[src/rtl/proc_pkg.sv]
// Shared fetch constants, state encoding and PC wrap helper.
// HALT_DETECT_EN adds the S_HALT state to the fetch encoding.
package proc_pkg;

  localparam int ADDR_W     = 32;
  localparam int DATA_W     = 32;
  localparam int IMEM_DEPTH = 32;

  localparam logic [ADDR_W-1:0] RESET_PC    = '0;
  localparam logic [DATA_W-1:0] HALT_OPCODE = 32'hFFFF_FFFF;

`ifdef HALT_DETECT_EN
  typedef enum logic [1:0] {
    S_START = 2'd0,
    S_RUN   = 2'd1,
    S_HALT  = 2'd2
  } fetch_state_t;
`else
  typedef enum logic [1:0] {
    S_START = 2'd0,
    S_RUN   = 2'd1
  } fetch_state_t;
`endif

  // IMEM_DEPTH is a power of two, so masking is the modulo
  function automatic logic [ADDR_W-1:0] wrapPc(input logic [ADDR_W-1:0] pc);
    return pc & ADDR_W'(IMEM_DEPTH - 1);
  endfunction

endpackage

[src/rtl/instr_fetch_unit_if.sv]
// Fetch-unit bus: instruction memory port plus the decode-side stream.
// master = fetch unit, slave = memory/decode environment.
interface instr_fetch_unit_if;
  import proc_pkg::*;

  logic              stall;
  logic              redirect_valid;
  logic [ADDR_W-1:0] redirect_pc;
  logic [ADDR_W-1:0] imem_addr;
  logic              imem_wea;
  logic [DATA_W-1:0] imem_dout;
  logic [DATA_W-1:0] instr;
  logic [ADDR_W-1:0] instr_pc;
  logic              instr_valid;
  logic              halted;

  modport master (
    input  stall, redirect_valid, redirect_pc, imem_dout,
    output imem_addr, imem_wea, instr, instr_pc, instr_valid, halted
  );

  modport slave (
    output stall, redirect_valid, redirect_pc, imem_dout,
    input  imem_addr, imem_wea, instr, instr_pc, instr_valid, halted
  );

endinterface

[src/rtl/fetch_hold_buf.sv]
// Skid buffer for the instruction seen on the first stalled cycle; the BRAM
// keeps re-reading the next PC during a stall, so its output can't be trusted.
module fetch_hold_buf
  import proc_pkg::*;
(
  input  logic              clk,
  input  logic              rst,
  input  logic              i_stall,
  input  logic              i_redirect,
  input  logic              i_respValid,
  input  logic [DATA_W-1:0] i_memDout,
  output logic [DATA_W-1:0] o_instr
);

  logic              r_holdValid;
  logic [DATA_W-1:0] r_holdInstr;

  always_ff @(posedge clk or posedge rst) begin
    if (rst) begin
      r_holdValid <= 1'b0;
      r_holdInstr <= '0;
    end else if (i_redirect || !i_stall) begin
      r_holdValid <= 1'b0;
    end else if (i_respValid && !r_holdValid) begin
      r_holdValid <= 1'b1;
      r_holdInstr <= i_memDout;
    end
  end

  assign o_instr = r_holdValid ? r_holdInstr : i_memDout;

endmodule

[src/rtl/instr_fetch_unit.sv]
// Instruction fetch: drives BRAM address, tracks the 1-cycle read response,
// handles stall/redirect. Optional halt detection via HALT_DETECT_EN.
module instr_fetch_unit
  import proc_pkg::*;
(
  input  logic                clk,
  input  logic                rst,
  instr_fetch_unit_if.master  bus
);

  logic [ADDR_W-1:0] r_pc;
  logic [ADDR_W-1:0] r_respPc;
  logic              r_respValid;
  fetch_state_t      r_state;
  logic [DATA_W-1:0] w_instr;

  fetch_hold_buf u_holdBuf (
    .clk         (clk),
    .rst         (rst),
    .i_stall     (bus.stall),
    .i_redirect  (bus.redirect_valid),
    .i_respValid (r_respValid),
    .i_memDout   (bus.imem_dout),
    .o_instr     (w_instr)
  );

`ifdef HALT_DETECT_EN
  logic w_haltHit;
  assign w_haltHit = r_respValid && !bus.stall && (w_instr == HALT_OPCODE);
`endif

  // S_START issues RESET_PC once without advancing, so PC 0 is the first response
  always_ff @(posedge clk or posedge rst) begin
    if (rst) begin
      r_pc        <= RESET_PC;
      r_respPc    <= '0;
      r_respValid <= 1'b0;
      r_state     <= S_START;
    end else if (bus.redirect_valid) begin
      r_pc        <= wrapPc(bus.redirect_pc);
      r_respValid <= 1'b0;
      r_state     <= S_RUN;
    end else begin
      case (r_state)
        S_START: begin
          r_respValid <= 1'b0;
          r_state     <= S_RUN;
        end
        S_RUN: begin
`ifdef HALT_DETECT_EN
          if (w_haltHit) begin
            r_respValid <= 1'b0;
            r_state     <= S_HALT;
          end else
`endif
          if (!bus.stall) begin
            r_pc        <= wrapPc(r_pc + 1'b1);
            r_respPc    <= r_pc;
            r_respValid <= 1'b1;
          end
        end
`ifdef HALT_DETECT_EN
        S_HALT: begin
          r_respValid <= 1'b0;
        end
`endif
        default: begin
          r_respValid <= 1'b0;
          r_state     <= S_START;
        end
      endcase
    end
  end

  assign bus.imem_addr   = r_pc;
  assign bus.imem_wea    = 1'b0;
  assign bus.instr       = w_instr;
  assign bus.instr_pc    = r_respPc;
  assign bus.instr_valid = r_respValid;

`ifdef HALT_DETECT_EN
  assign bus.halted = (r_state == S_HALT);
`else
  assign bus.halted = 1'b0;
`endif

endmodule

[src/flat_wrapper.sv]
// flat-port wrapper written by rule: the top's interface ports become plain ports
module instr_fetch_unit_flat import proc_pkg::*;
  (clk, rst, bus_stall, bus_redirect_valid, bus_redirect_pc, bus_imem_dout, bus_imem_addr, bus_imem_wea, bus_instr, bus_instr_pc, bus_instr_valid, bus_halted);
  instr_fetch_unit_if bus_i ();
  input  logic clk;
  input  logic rst;
  input wire logic [$bits(bus_i.stall)-1:0] bus_stall;
  input wire logic [$bits(bus_i.redirect_valid)-1:0] bus_redirect_valid;
  input wire logic [$bits(bus_i.redirect_pc)-1:0] bus_redirect_pc;
  input wire logic [$bits(bus_i.imem_dout)-1:0] bus_imem_dout;
  output wire logic [$bits(bus_i.imem_addr)-1:0] bus_imem_addr;
  output wire logic [$bits(bus_i.imem_wea)-1:0] bus_imem_wea;
  output wire logic [$bits(bus_i.instr)-1:0] bus_instr;
  output wire logic [$bits(bus_i.instr_pc)-1:0] bus_instr_pc;
  output wire logic [$bits(bus_i.instr_valid)-1:0] bus_instr_valid;
  output wire logic [$bits(bus_i.halted)-1:0] bus_halted;
  assign bus_i.stall = bus_stall;
  assign bus_i.redirect_valid = bus_redirect_valid;
  assign bus_i.redirect_pc = bus_redirect_pc;
  assign bus_i.imem_dout = bus_imem_dout;
  assign bus_imem_addr = bus_i.imem_addr;
  assign bus_imem_wea = bus_i.imem_wea;
  assign bus_instr = bus_i.instr;
  assign bus_instr_pc = bus_i.instr_pc;
  assign bus_instr_valid = bus_i.instr_valid;
  assign bus_halted = bus_i.halted;
  instr_fetch_unit u_core (.clk(clk), .rst(rst), .bus(bus_i));
endmodule
[config.mk]
export PLATFORM = sky130hd
export DESIGN_NAME = instr_fetch_unit_flat
export DESIGN_NICKNAME = d
export VERILOG_FILES = /design/src/rtl/proc_pkg.sv /design/src/rtl/instr_fetch_unit_if.sv /design/src/rtl/fetch_hold_buf.sv /design/src/rtl/instr_fetch_unit.sv /design/src/flat_wrapper.sv
export SDC_FILE = /design/constraint.sdc
export NUM_CORES = 1
export LEC_CHECK = 0
export CORE_UTILIZATION = 40
export DETAILED_ROUTE_END_ITERATION = 12
export PLACE_DENSITY = 0.95
export SETUP_SLACK_MARGIN = 0.15
export SLEW_MARGIN = 20
export SYNTH_ARGS = -nofsm -noshare
export SYNTH_HDL_FRONTEND = slang
export SYNTH_SLANG_ARGS = --single-unit
[constraint.sdc]
create_clock -name clk -period 4.08 [get_ports clk]
set_input_delay 1.02 -clock clk [delete_from_list [all_inputs] [get_ports clk]]
set_output_delay 1.02 -clock clk [all_outputs]
set_load 0.1 [all_outputs]
## Word level (Yosys, flattened, before mapping)

Cells that the tools add are included.

- Register bits: 100
- Output and inout port bits: 99
- Input bits: 68
- Logic and storage cells: 35

- Muxes and demuxes: 11
- Eq/ne operators: 4
- Reductions and logical operators: 10
- Add/subtract/negate cells: 1
- Bitwise operators: 3

Operator list:

| cell | count |
|---|---|
| $mux W32 | 4 |
| $add A5 B1 Y5 const B | 1 |
| $mux W1 | 5 |
| $pmux W2 S2 | 1 |
| $reduce_and A2 Y1 | 2 |
| $reduce_bool A2 Y1 | 2 |
| $ne A3 B3 Y1 const B | 1 |
| $not A1 Y1 | 3 |
| $reduce_and A3 Y1 | 1 |
| $eq A2 B1 Y1 const B | 1 |
| $logic_not A1 Y1 | 2 |
| $logic_not A2 Y1 | 1 |
| $mux W2 | 1 |
| $ne A2 B1 Y1 const B | 1 |
| $ne A2 B2 Y1 const B | 1 |
| $logic_and A1 B1 Y1 | 1 |
| $logic_or A1 B1 Y1 | 1 |

## Depth between registers and ports, before layout

Gate-level depths: netlist (run 1).

- Depth after elaboration: 4
- Gate-level depth with buffers: 4
- Mapped depth without buffers: 4

## Cells and area by module

A second synthesis (run 1) with hierarchy kept.

- Cells, all modules: 214
- Area total of the unflattened synthesis: 2,800.2 sq um

By module, submodules not included:

| module | instances | area an instance (sq um) | seq. area each (sq um) | cells an instance |
|---|---|---|---|---|
| fetch_hold_buf | 1 | 1,778.0 | 825.8 | 109 |
| instr_fetch_unit | 1 | 1,022.2 | 300.3 | 105 |

## Worst setup path after synthesis (run 1)

No wires, ideal clock.

- Path kind: input -> output
- Start point: input bus_imem_dout[0]
- End point: output bus_instr[0]
- Slack: 1.569 ns
- Arrival time: 1.491 ns
- Buffers on the path: 0
- Stages on the path: 1
- Required time: 3.060 ns
- Cells stage by stage: mux2_2

- Word-level cells in the longest chain between the ends: 1

Ends and longest elaborated chain:

| item | RTL line | source |
|---|---|---|
| start, declared | flat_wrapper.sv:10 | `input wire logic [$bits(bus_i.imem_dout)-1:0] bus_imem_dout;` |
| $mux W32 | fetch_hold_buf.sv:30 | `assign o_instr = r_holdValid ? r_holdInstr : i_memDout;` |
| end, declared | flat_wrapper.sv:13 | `output wire logic [$bits(bus_i.instr)-1:0] bus_instr;` |

Every way passes these cells.

## Worst setup path after layout (run 1)

- Start point: register u_core.u_holdBuf.r_holdValid
- End point: output bus_instr[22]

- Word-level cells in the longest chain between the ends: 1

Ends and longest elaborated chain:

| item | RTL line | source |
|---|---|---|
| start, declared | fetch_hold_buf.sv:15 | `logic r_holdValid;` |
| start signal, assigned | fetch_hold_buf.sv:20 | `r_holdValid <= 1'b0;` |
| start signal, assigned | fetch_hold_buf.sv:23 | `r_holdValid <= 1'b0;` |
| start signal, assigned | fetch_hold_buf.sv:25 | `r_holdValid <= 1'b1;` |
| $mux W32 | fetch_hold_buf.sv:30 |  |

Every way passes these cells.

==> run_results.csv, run 1 <==
group,metric,value,unit
global_route,grtUsageTotal,14.3,%
timing,finalCritPeriodShare,76.3,%
route,drt-initial-drc-count,47,
logic_synthesis,synth-xor-area-share,0.677,%
timing,fmaxAchievable,321,MHz
status,status,"finished clean",
logic_synthesis,synth.ff_latch_count,45,
floorplan,pin_count,167,
clocking,clk_latency,0.29,ns
logic_synthesis,synthCells,211,
setup_path,crit_slowest_cell,"dfrtp_1",
setup_path,crit_family,"flip-flops",
route,routedWlPerCell,13.1,µm
final_layout,final_cells,372,
timing,final_hold_viol_count,0,
clocking,path_clk_slew,0.08,ns
route,vias_per_cell,4.50,
timing,finalSetupTns,0,ns
final_layout,area_growth,26.5,%
floorplan,initial_core_util,42.4,%
logic_synthesis,synth_compound_area_share,2.03,%
placed_design,dp_hpwl,3640,µm
floorplan,die_w,82.4,µm
clocking,cts_tree,"yes",
global_route,grt_pass1_wl,7220,µm
route,vias,1674,
setup_path,crit_start,"u_core.u_holdBuf.r_holdValid",
setup_path,crit_top_cell,"buf_4",
setup_path,startpoint_type,"flip-flop",
setup_path,r2r_start,"u_core.u_holdBuf.r_holdValid",
route,first_pass_iters,4,
logic_synthesis,yosysWarnings,0,
clocking,htreeDepth,2,
pwr,leakage,1.49,nW
floorplan,die_height,82.4,µm
timing,period_needed,3.11,ns
logic_synthesis,avgSynthCellArea,12.3,µm²
logic_synthesis,synth_top_family_by_area,"multiplexers",
setup_path,cpPeakStageDelay,0.87,ns
final_layout,layout-drive-gt1-share,37.0,%
pwr,power,0.00164,W
logic_synthesis,netlist_area,2590,µm²
route,antenna_left,0,
final_layout,antenna_cells,0,
global_route,antenna_found_initial,0,
timing,finClkSkew,0.00620,ns
placed_design,place_inst,364,
clocking,cts_resized,0,
final_layout,multi_input_area,1180,µm²
setup_path,crit_chain,"buf_4, mux2_2, buf_4",
setup_path,rr_worst_depth,3,
min_path,hold_path_end,"u_core.u_holdBuf.r_holdInstr[12]",
final_layout,fin_nets,365,
setup_path,r2r_end,"u_core.u_holdBuf.r_holdInstr[25]",
timing,rsz0062_at_grt,"no",
setup_path,path_class,"reg2out",
clocking,ctsHoldBuffers,0,
final_layout,nFillCells,537,
logic_synthesis,synth_seq_area_share,43.5,%
route,drc,0,
flow_run,cap_violations,0,
timing,worstMarginPinSlew,0.988,ns
floorplan,std_cell_rows,28,
setup_path,r2r_slack,2.19,ns
setup_path,path_buf_inv,2,
clocking,cts_buffer_depth,2,
setup_path,end_kind,"primary output",
min_path,min_path_cells,1,
pwr,peakVddDrop,0.268,mV
timing,setup_viol,0,
global_route,grt-ovfl-total,0,
logic_synthesis,synth.area.mux_share,30.4,%
floorplan,design.die.area,6790,µm²
clocking,root_buffer,"clkbuf_8",
placed_design,dp_slack,1.09,ns
global_route,grt_max_degree,46,
placed_design,io_buffers,83,
timing,finalMaxSlewViolations,0,
timing,slew_headroom,33.9,%
logic_synthesis,synth-simple-area-share,3.63,%
timing,layout_setup_ws,0.969,ns
logic_synthesis,ys_types,24,
setup_path,crit_required,3.06,ns
clocking,numCtsBuffers,5,
setup_path,path_max_fanout,16,
final_layout,regArea,1130,µm²
setup_path,cp.arrival,2.09,ns
pwr,powerDensity,500,nW/µm²
global_route,grt_pass1_vias,1602,
min_path,hp-class,"reg2reg",
clocking,clock-sinks,45,
placed_design,place_congestion,0.751,
route,drt_wl_total,4860,µm
logic_synthesis,synthAdderAreaFrac,0.484,%
min_path,hp-start,"u_core.u_holdBuf.r_holdInstr[12]",
clocking,post_cts_buffers,0,
floorplan,core_area,6100,µm²
per-stage QoR:
stage / hold WS [ns] / area [µm²] / util, %
floorplan: 0.452 / 2790 / -
global placement: 0.461 / 3190 / 52.3
detailed placement: 0.475 / 3190 / 52.3
CTS: 0.494 / 3270 / 53.7
global route: 0.519 / 3270 / 53.7
finish: 0.490 / 3270 / 53.7
logic make-up (layout without fill, tap and decap cells):
group | Yosys count | count (layout)
mux | 70 | 70
buf+inv | 67 | 98
flops | 45 | 45
simple gates | 15 | 15
compound gates | 9 | 9
other cells | 2 | 57
xor+xnor | 2 | 2
fa+ha+maj | 1 | 1
worst max-delay path by stage:
| stage | end | cells after the start |
|---|---|---|
| CTS | bus_instr[22] | 3 |
| global placement | bus_instr[1] | 3 |
| detailed placement | bus_instr[0] | 3 |
| global route | bus_instr[22] | 3 |
| finish | bus_instr[22] | 3 |
| floorplan | bus_instr[0] | 1 |
sequential cells by signal, summed over array words and instances (netlist names):
name / flops
u_core.u_holdBuf.r_holdValid: 1
u_core.bus.imem_addr: 5
u_core.u_holdBuf.r_holdInstr: 32
u_core.r_state: 1
u_core.bus.instr_pc: 5
u_core.bus.instr_valid: 1
cell type report:
cell class                 count  share of cell area, %
multi-input combinational    154                   36.0
sequential                    45                   34.4
timing repair buffer          87                   23.9
tap                           75                   2.87
clock buffer                   7                   2.33
inverter                       3                  0.344
clock inverter                 1                  0.229
placed cells by master, fill, tap and decap left out:
cell type / Yosys / layout
a21oi_1: 1 / 1
a31oi_1: 2 / 2
buf_4: 56 / 36
clkbuf_1: 0 / 2
clkbuf_8: 0 / 5
clkdlybuf4s50_1: 0 / 51
clkinvlp_4: 0 / 1
conb_1: 2 / 57
dfrtp_1: 45 / 45
ha_1: 1 / 1
inv_1: 3 / 2
inv_2: 0 / 1
mux2_1: 3 / 3
mux2_2: 66 / 66
mux2i_1: 1 / 1
nand2_1: 4 / 4
nand2b_1: 2 / 2
nand3_1: 1 / 1
nand3b_1: 1 / 1
nor2_1: 3 / 3
nor2b_1: 1 / 1
nor4b_4: 1 / 1
o211a_1: 1 / 1
o21ai_0: 5 / 5
or3_1: 2 / 2
xnor2_1: 1 / 1
xor2_1: 1 / 1
report_power, final:
part	total (W)	internal (W)	leakage (nW)	switching (W)
sequential	0.000598	0.000544	0.545	0.0000538
clock	0.000267	0.000121	0.0385	0.000146
combinational	0.000773	0.000184	0.903	0.000589
cell usage after synthesis:
| library cell | number | share of area, % |
|---|---|---|
| a31oi_1 | 2 | 0.48 |
| xor2_1 | 1 | 0.34 |
| buf_2 | 5 | 0.97 |
| nand3b_1 | 1 | 0.29 |
| nand2_1 | 4 | 0.58 |
| nor4b_4 | 1 | 0.92 |
| nand3_1 | 1 | 0.19 |
| or3_1 | 2 | 0.48 |
| inv_1 | 3 | 0.44 |
| xnor2_1 | 1 | 0.34 |
| nand2b_1 | 2 | 0.48 |
| conb_1 | 2 | 0.29 |
| buf_6 | 3 | 1.3 |
| mux2_1 | 3 | 1.3 |
| dfrtp_1 | 45 | 44 |
| mux2_2 | 66 | 29 |
| nor2_1 | 3 | 0.44 |
| nor2b_1 | 1 | 0.24 |
| a21oi_1 | 1 | 0.19 |
| o21ai_0 | 5 | 0.97 |
| mux2i_1 | 1 | 0.39 |
| o211a_1 | 1 | 0.39 |
| buf_4 | 56 | 16 |
| ha_1 | 1 | 0.48 |
layer usage:
metal | track usage, % | up-vias | wire [µm]
met5 | 0 | - | 0
met4 | 4.21 | 0 | 38
met3 | 4.40 | 5 | 337
met2 | 26.2 | 81 | 2560
met1 | 15.8 | 816 | 1930
li1 | - | 772 | -
Note: power is estimated with default switching activity, not from simulation.
==> run 2, diff against run 1 <==
--- a/config.mk
+++ b/config.mk
@@ -5,9 +5,9 @@
 export SDC_FILE = /design/constraint.sdc
 export NUM_CORES = 1
 export LEC_CHECK = 0
-export CORE_UTILIZATION = 40
+export CORE_UTILIZATION = 37
 export DETAILED_ROUTE_END_ITERATION = 12
-export PLACE_DENSITY = 0.95
+export PLACE_DENSITY = 0.92
 export SETUP_SLACK_MARGIN = 0.15
 export SLEW_MARGIN = 20
 export SYNTH_ARGS = -nofsm -noshare
==> constraint.sdc (replaced) <==
create_clock -name clk -period 3.3 [get_ports clk]
set_input_delay 0.825 -clock clk [delete_from_list [all_inputs] [get_ports clk]]
set_output_delay 0.825 -clock clk [all_outputs]
set_load 0.1 [all_outputs]
==> run_results.csv, run 2 (synthesized netlist as in run 1, its figures left out) <==
group,metric,value,unit
timing,finalMaxSlewViolations,0,
pwr,pwr-share-comb,47.1,%
clocking,path_clk_slew,0.08,ns
setup_path,rr_worst_depth,4,
route,drc,0,
clocking,root_buffer,"clkbuf_8",
final_layout,regMostFlops,"u_core.u_holdBuf.r_holdInstr",
pwr,internal-power,0.00121,W
timing,worstMarginPinSlew,0.790,ns
timing,layout_setup_ws,0.736,ns
global_route,grt_pass1_vias,1765,
clocking,htreeDepth,2,
setup_path,cp.arrival,1.74,ns
final_layout,antenna_cells,0,
setup_path,path_class,"in2out",
setup_path,end_kind,"primary output",
setup_path,worstSetupEndpoint,"bus_instr[7]",
floorplan,std_cell_rows,30,
final_layout,layout-drive-gt1-share,40.9,%
flow_run,cap_violations,0,
min_path,hp-class,"reg2reg",
pwr,swShare,45.1,%
clocking,ctsHoldBuffers,0,
timing,fmaxAchievable,390,MHz
setup_path,path_max_fanout,2,
setup_path,r2r_slack,1.41,ns
floorplan,die_height,85.6,µm
placed_design,dp_slack,0.655,ns
setup_path,r2r_start,"u_core.u_holdBuf.r_holdValid",
pwr,power_switching,0.000993,W
floorplan,design.die.area,7330,µm²
timing,final_hold_viol_count,0,
placed_design,io_buffers,83,
floorplan,die_w,85.6,µm
setup_path,crit_required,2.47,ns
route,first_pass_iters,4,
pwr,power_frac_seq,33.6,%
final_layout,largest_reg_flops,32,
route,drt_wl_total,5150,µm
global_route,grt_max_degree,46,
setup_path,startpoint_type,"primary input",
min_path,hp-start,"u_core.u_holdBuf.r_holdInstr[8]",
global_route,grt_pass1_wl,8590,µm
clocking,clk_latency,0.29,ns
clocking,clock-sinks,45,
timing,period_needed,2.56,ns
route,drt-initial-drc-count,29,
clocking,numCtsBuffers,5,
final_layout,mostFrequentLayoutCells,"mux2_2 (66), conb_1 (57), dfrtp_1 (45)",
route,vias_per_cell,4.60,
final_layout,area_growth,42.6,%
final_layout,nFillCells,581,
route,routedWlPerCell,13.7,µm
timing,rsz0062_at_grt,"no",
global_route,grtUsageTotal,14.8,%
pwr,peakVddDrop,0.253,mV
pwr,leakage,1.66,nW
global_route,grt-ovfl-total,0,
global_route,antenna_found_initial,0,
floorplan,core_area,6760,µm²
final_layout,fin_nets,364,
pwr,power.share.clock,19.3,%
floorplan,initial_core_util,38.3,%
placed_design,place_congestion,0.723,
clocking,cts_tree,"yes",
placed_design,dp_hpwl,3940,µm
setup_path,r2r_end,"u_core.u_holdBuf.r_holdInstr[10]",
route,vias,1729,
clocking,cts_buffer_depth,2,
floorplan,pin_count,167,
timing,finClkSkew,0.00219,ns
clocking,post_cts_buffers,0,
timing,finalCritPeriodShare,77.7,%
timing,slew_headroom,47.3,%
final_layout,final_common_cell,"mux2_2",
setup_path,crit_start,"bus_imem_dout[7]",
route,antenna_left,0,
clocking,cts_resized,0,
timing,finalSetupTns,0,ns
status,status,"finished clean",
pwr,powerDensity,596,nW/µm²
timing,setup_viol,0,
-- run 2: cell count changes in the layout (fill, tap and decap cells not counted), sizes merged --
cell,delta
inv,-1
clkinvlp,-1
clkdlybuf4s50,-11
clkinv,+1
buf,+10
bufinv,+1
-- run 2: through the flow --
step | util [%] | hold WS (ns) | power (W) | cell area [µm²] | std cells
global route | 54.6 | 0.522 | 0.00229 | 3690 | 376
global placement | 52.9 | 0.461 | 0.00176 | 3570 | 368
CTS | 54.6 | 0.493 | 0.00222 | 3690 | 376
floorplan | - | 0.452 | 0.00160 | 2790 | 266
finish | 54.6 | 0.497 | 0.00220 | 3690 | 376
detailed placement | 52.9 | 0.473 | 0.00179 | 3570 | 368
-- run 2: critical path, cell delays in order --
cell and delay, ns:
clkdlybuf4s50_1 0.43, mux2_2 0.30, buf_12 0.17
-- run 2: how the worst min path moves through the flow --
stage | end | slack [ns] | cells past startpoint
final | u_core.u_holdBuf.r_holdInstr[8] | 0.50 | 1
after CTS | u_core.u_holdBuf.r_holdInstr[5] | 0.49 | 1
after global routing | u_core.u_holdBuf.r_holdInstr[12] | 0.52 | 1
after floorplan | u_core.u_holdBuf.r_holdInstr[12] | 0.45 | 1
after detailed placement | u_core.u_holdBuf.r_holdInstr[5] | 0.47 | 1
after global placement | u_core.u_holdBuf.r_holdInstr[8] | 0.46 | 1
-- run 2: power by group through the flow --
stage / Clock (W) / Combinational [W] / Sequential, W
2_1_floorplan: 0 / 0.000713 / 0.000889
3_3_place_gp: 0 / 0.00102 / 0.000738
3_5_place_dp: 0 / 0.00104 / 0.000751
4_1_cts: 0.000444 / 0.00104 / 0.000740
5_1_grt: 0.000466 / 0.00107 / 0.000758
6_report: 0.000424 / 0.00103 / 0.000740
-- run 2: area by class of cell --
| type | count | area (µm²) | area share, % |
|---|---|---|---|
| Tap cell | 80 | 100 | 2.71 |
| Clock buffer | 7 | 86.3 | 2.34 |
| Timing Repair Buffer | 86 | 1160 | 31.4 |
| Multi-Input combinational cell | 154 | 1180 | 31.9 |
| Clock inverter | 1 | 30.0 | 0.814 |
| Sequential cell | 45 | 1130 | 30.5 |
| Inverter | 3 | 12.5 | 0.339 |
-- run 2: layer usage --
metal | global-route usage, % | share of wire, % | routed length (µm)
met2 | 26.7 | 54 | 2780
met5 | 0 | 0 | 0
met1 | 16.7 | 37 | 1920
met4 | 3.79 | 1.1 | 56
met3 | 5.20 | 7.7 | 397
==> run 3, diff against run 2 <==
--- a/config.mk
+++ b/config.mk
@@ -5,9 +5,9 @@
 export SDC_FILE = /design/constraint.sdc
 export NUM_CORES = 1
 export LEC_CHECK = 0
-export CORE_UTILIZATION = 37
+export CORE_UTILIZATION = 33
 export DETAILED_ROUTE_END_ITERATION = 12
-export PLACE_DENSITY = 0.92
+export PLACE_DENSITY = 0.87
 export SETUP_SLACK_MARGIN = 0.15
 export SLEW_MARGIN = 20
 export SYNTH_ARGS = -nofsm -noshare
==> constraint.sdc (replaced) <==
create_clock -name clk -period 2.3 [get_ports clk]
set_input_delay 0.575 -clock clk [delete_from_list [all_inputs] [get_ports clk]]
set_output_delay 0.575 -clock clk [all_outputs]
set_load 0.1 [all_outputs]
==> run_results.csv, run 3 (synthesized netlist as in run 1, its figures left out) <==
group,metric,value,unit
setup_path,end_kind,"primary output",
min_path,hp-start,"u_core.u_holdBuf.r_holdInstr[12]",
floorplan,core_area,7410,µm²
pwr,internal-power,0.00160,W
timing,rsz0062_at_grt,"no",
pwr,swShare,47.4,%
pwr,leakage,1.70,nW
route,antenna_left,0,
min_path,hold_path_end,"u_core.u_holdBuf.r_holdInstr[12]",
global_route,grt_pass1_vias,1722,
final_layout,postLayoutCoreUtil,51.1,%
global_route,grt_max_degree,31,
setup_path,cp.arrival,1.49,ns
floorplan,pin_count,167,
final_layout,largest_reg_flops,32,
pwr,power,0.00304,W
timing,period_needed,2.07,ns
clocking,htreeDepth,2,
floorplan,die_height,90.6,µm
global_route,grtUsageTotal,12.5,%
pwr,power_frac_seq,34.8,%
setup_path,path_buf_inv,2,
final_layout,fin_area,3790,µm²
timing,finalMaxSlewViolations,0,
pwr,pwr-share-comb,49.3,%
final_layout,nFillCells,650,
setup_path,r2r_slack,0.53,ns
clocking,cts_buffer_depth,2,
setup_path,cpPeakStageDelay,0.44,ns
final_layout,area_growth,46.4,%
pwr,powerDensity,801,nW/µm²
route,drt_wl_total,5250,µm
placed_design,dpl_cell_area,3670,µm²
placed_design,dp_hpwl,3950,µm
setup_path,rr_worst_depth,4,
setup_path,startpoint_type,"flip-flop",
pwr,peakVddDrop,0.336,mV
global_route,grt-ovfl-total,0,
timing,finalCritPeriodShare,89.8,%
setup_path,crit_chain,"clkbuf_16, mux2_2, buf_12",
clocking,path_clk_slew,0.09,ns
final_layout,antenna_cells,0,
final_layout,regArea,1130,µm²
clocking,clk_latency,0.29,ns
final_layout,final_common_cell,"mux2_2",
final_layout,mostFrequentLayoutCells,"mux2_2 (66), conb_1 (57), dfrtp_1 (43)",
clocking,cts_tree,"yes",
status,status,"finished clean",
timing,fmaxAchievable,484,MHz
setup_path,crit_slowest_cell,"dfrtp_2",
timing,finClkSkew,0.00342,ns
placed_design,io_buffers,83,
pwr,power.share.clock,15.9,%
global_route,grt_pass1_wl,8150,µm
clocking,numCtsBuffers,5,
setup_path,r2r_start,"u_core.u_holdBuf.r_holdValid",
floorplan,die_w,90.6,µm
final_layout,fin_nets,372,
route,first_pass_iters,3,
route,vias_per_cell,4.25,
clocking,clock-sinks,45,
setup_path,path_class,"reg2out",
min_path,hp-class,"reg2reg",
setup_path,crit_family,"flip-flops",
route,drt-initial-drc-count,39,
final_layout,multi_input_area,1180,µm²
route,drc,0,
placed_design,place_congestion,0.763,
floorplan,design.die.area,8200,µm²
clocking,ctsHoldBuffers,0,
setup_path,crit_start,"u_core.u_holdBuf.r_holdValid",
final_layout,layout-drive-gt1-share,43.4,%
setup_path,path_max_fanout,15,
flow_run,cap_violations,0,
clocking,root_buffer,"clkbuf_8",
min_path,min_path_cells,1,
timing,finalSetupTns,0,ns
route,routedWlPerCell,13.0,µm
timing,final_hold_viol_count,0,
setup_path,r2r_end,"u_core.u_holdBuf.r_holdInstr[3]",
pwr,power_switching,0.00144,W
final_layout,regMostFlops,"u_core.u_holdBuf.r_holdInstr",
setup_path,crit_required,1.73,ns
floorplan,std_cell_rows,31,
timing,setup_viol,0,
global_route,antenna_found_initial,0,
floorplan,initial_core_util,34.9,%
route,vias,1712,
==> run 3: cell types whose count changed in the layout (fill, tap and decap cells not counted), sizes merged <==
| cell | previous run | this run |
|---|---|---|
| inv | 2 | 3 |
| clkbuf | 7 | 6 |
| bufinv | 1 | 0 |
| clkinv | 1 | 2 |
| clkinvlp | 0 | 1 |
| buf | 46 | 53 |
==> run 3: timing repair <==
| action | 4_1_cts | 5_1_grt |
|---|---|---|
| setup buffers | 0 | 1 |
| gates cloned | 0 | 1 |
| endpoints found under the setup margin | 28 | 28 |
| gates resized for setup | 1 | 0 |
| pin swaps | 0 | 0 |
==> run 3: how the worst max path moves through the flow <==
stage | endpoint | slack, ns | cells after the start
after CTS | bus_instr[31] | 0.14 | 3
after global routing | bus_instr[21] | 0.18 | 3
final | bus_instr[7] | 0.23 | 3
after detailed placement | u_core.u_holdBuf.r_holdInstr[3] | 0.1 | 4
after global placement | u_core.u_holdBuf.r_holdInstr[9] | 0.10 | 4
after floorplan | u_core.bus.imem_addr[4] | 0.39 | 4
==> run 3: power groups by stage <==
stage / Clock, W / Combinational, W / Sequential [W]
after global placement: 0 / 0.00148 / 0.00106
after CTS: 0.000513 / 0.00150 / 0.00106
after floorplan: 0 / 0.00102 / 0.00128
final: 0.000483 / 0.00150 / 0.00106
after global routing: 0.000537 / 0.00155 / 0.00108
after detailed placement: 0 / 0.00150 / 0.00107
==> run 3: layer usage <==
metal / wire [µm] / GRT usage (%)
met5: 0 / 0
met4: 19 / 2.82
met3: 420 / 4.88
met2: 2790 / 22.6
met1: 2020 / 13.5
==> run 3: layout make-up <==
cell class	count	area share [%]
timing repair buffer	94	33.3
multi-input combinational	154	31.1
sequential	45	29.8
tap	99	3.27
clock buffer	5	1.82
clock inverter	3	0.462
inverter	3	0.297
==> run 3: worst register-to-register path, stage by stage (launching register included) <==
cell       delay [ns]
dfrtp_2          0.46
clkbuf_16        0.20
nor4b_4          0.37
buf_12           0.24
mux2_2           0.38
==> run 3: metrics by stage <==
stage               setup slack, ns  instances  hold WS, ns
detailed placement           0.0968        393        0.477
floorplan                     0.386        266        0.452
global placement              0.103        393        0.461
CTS                           0.141        401        0.499
global route                  0.185        403        0.518
finish                        0.235        403        0.492
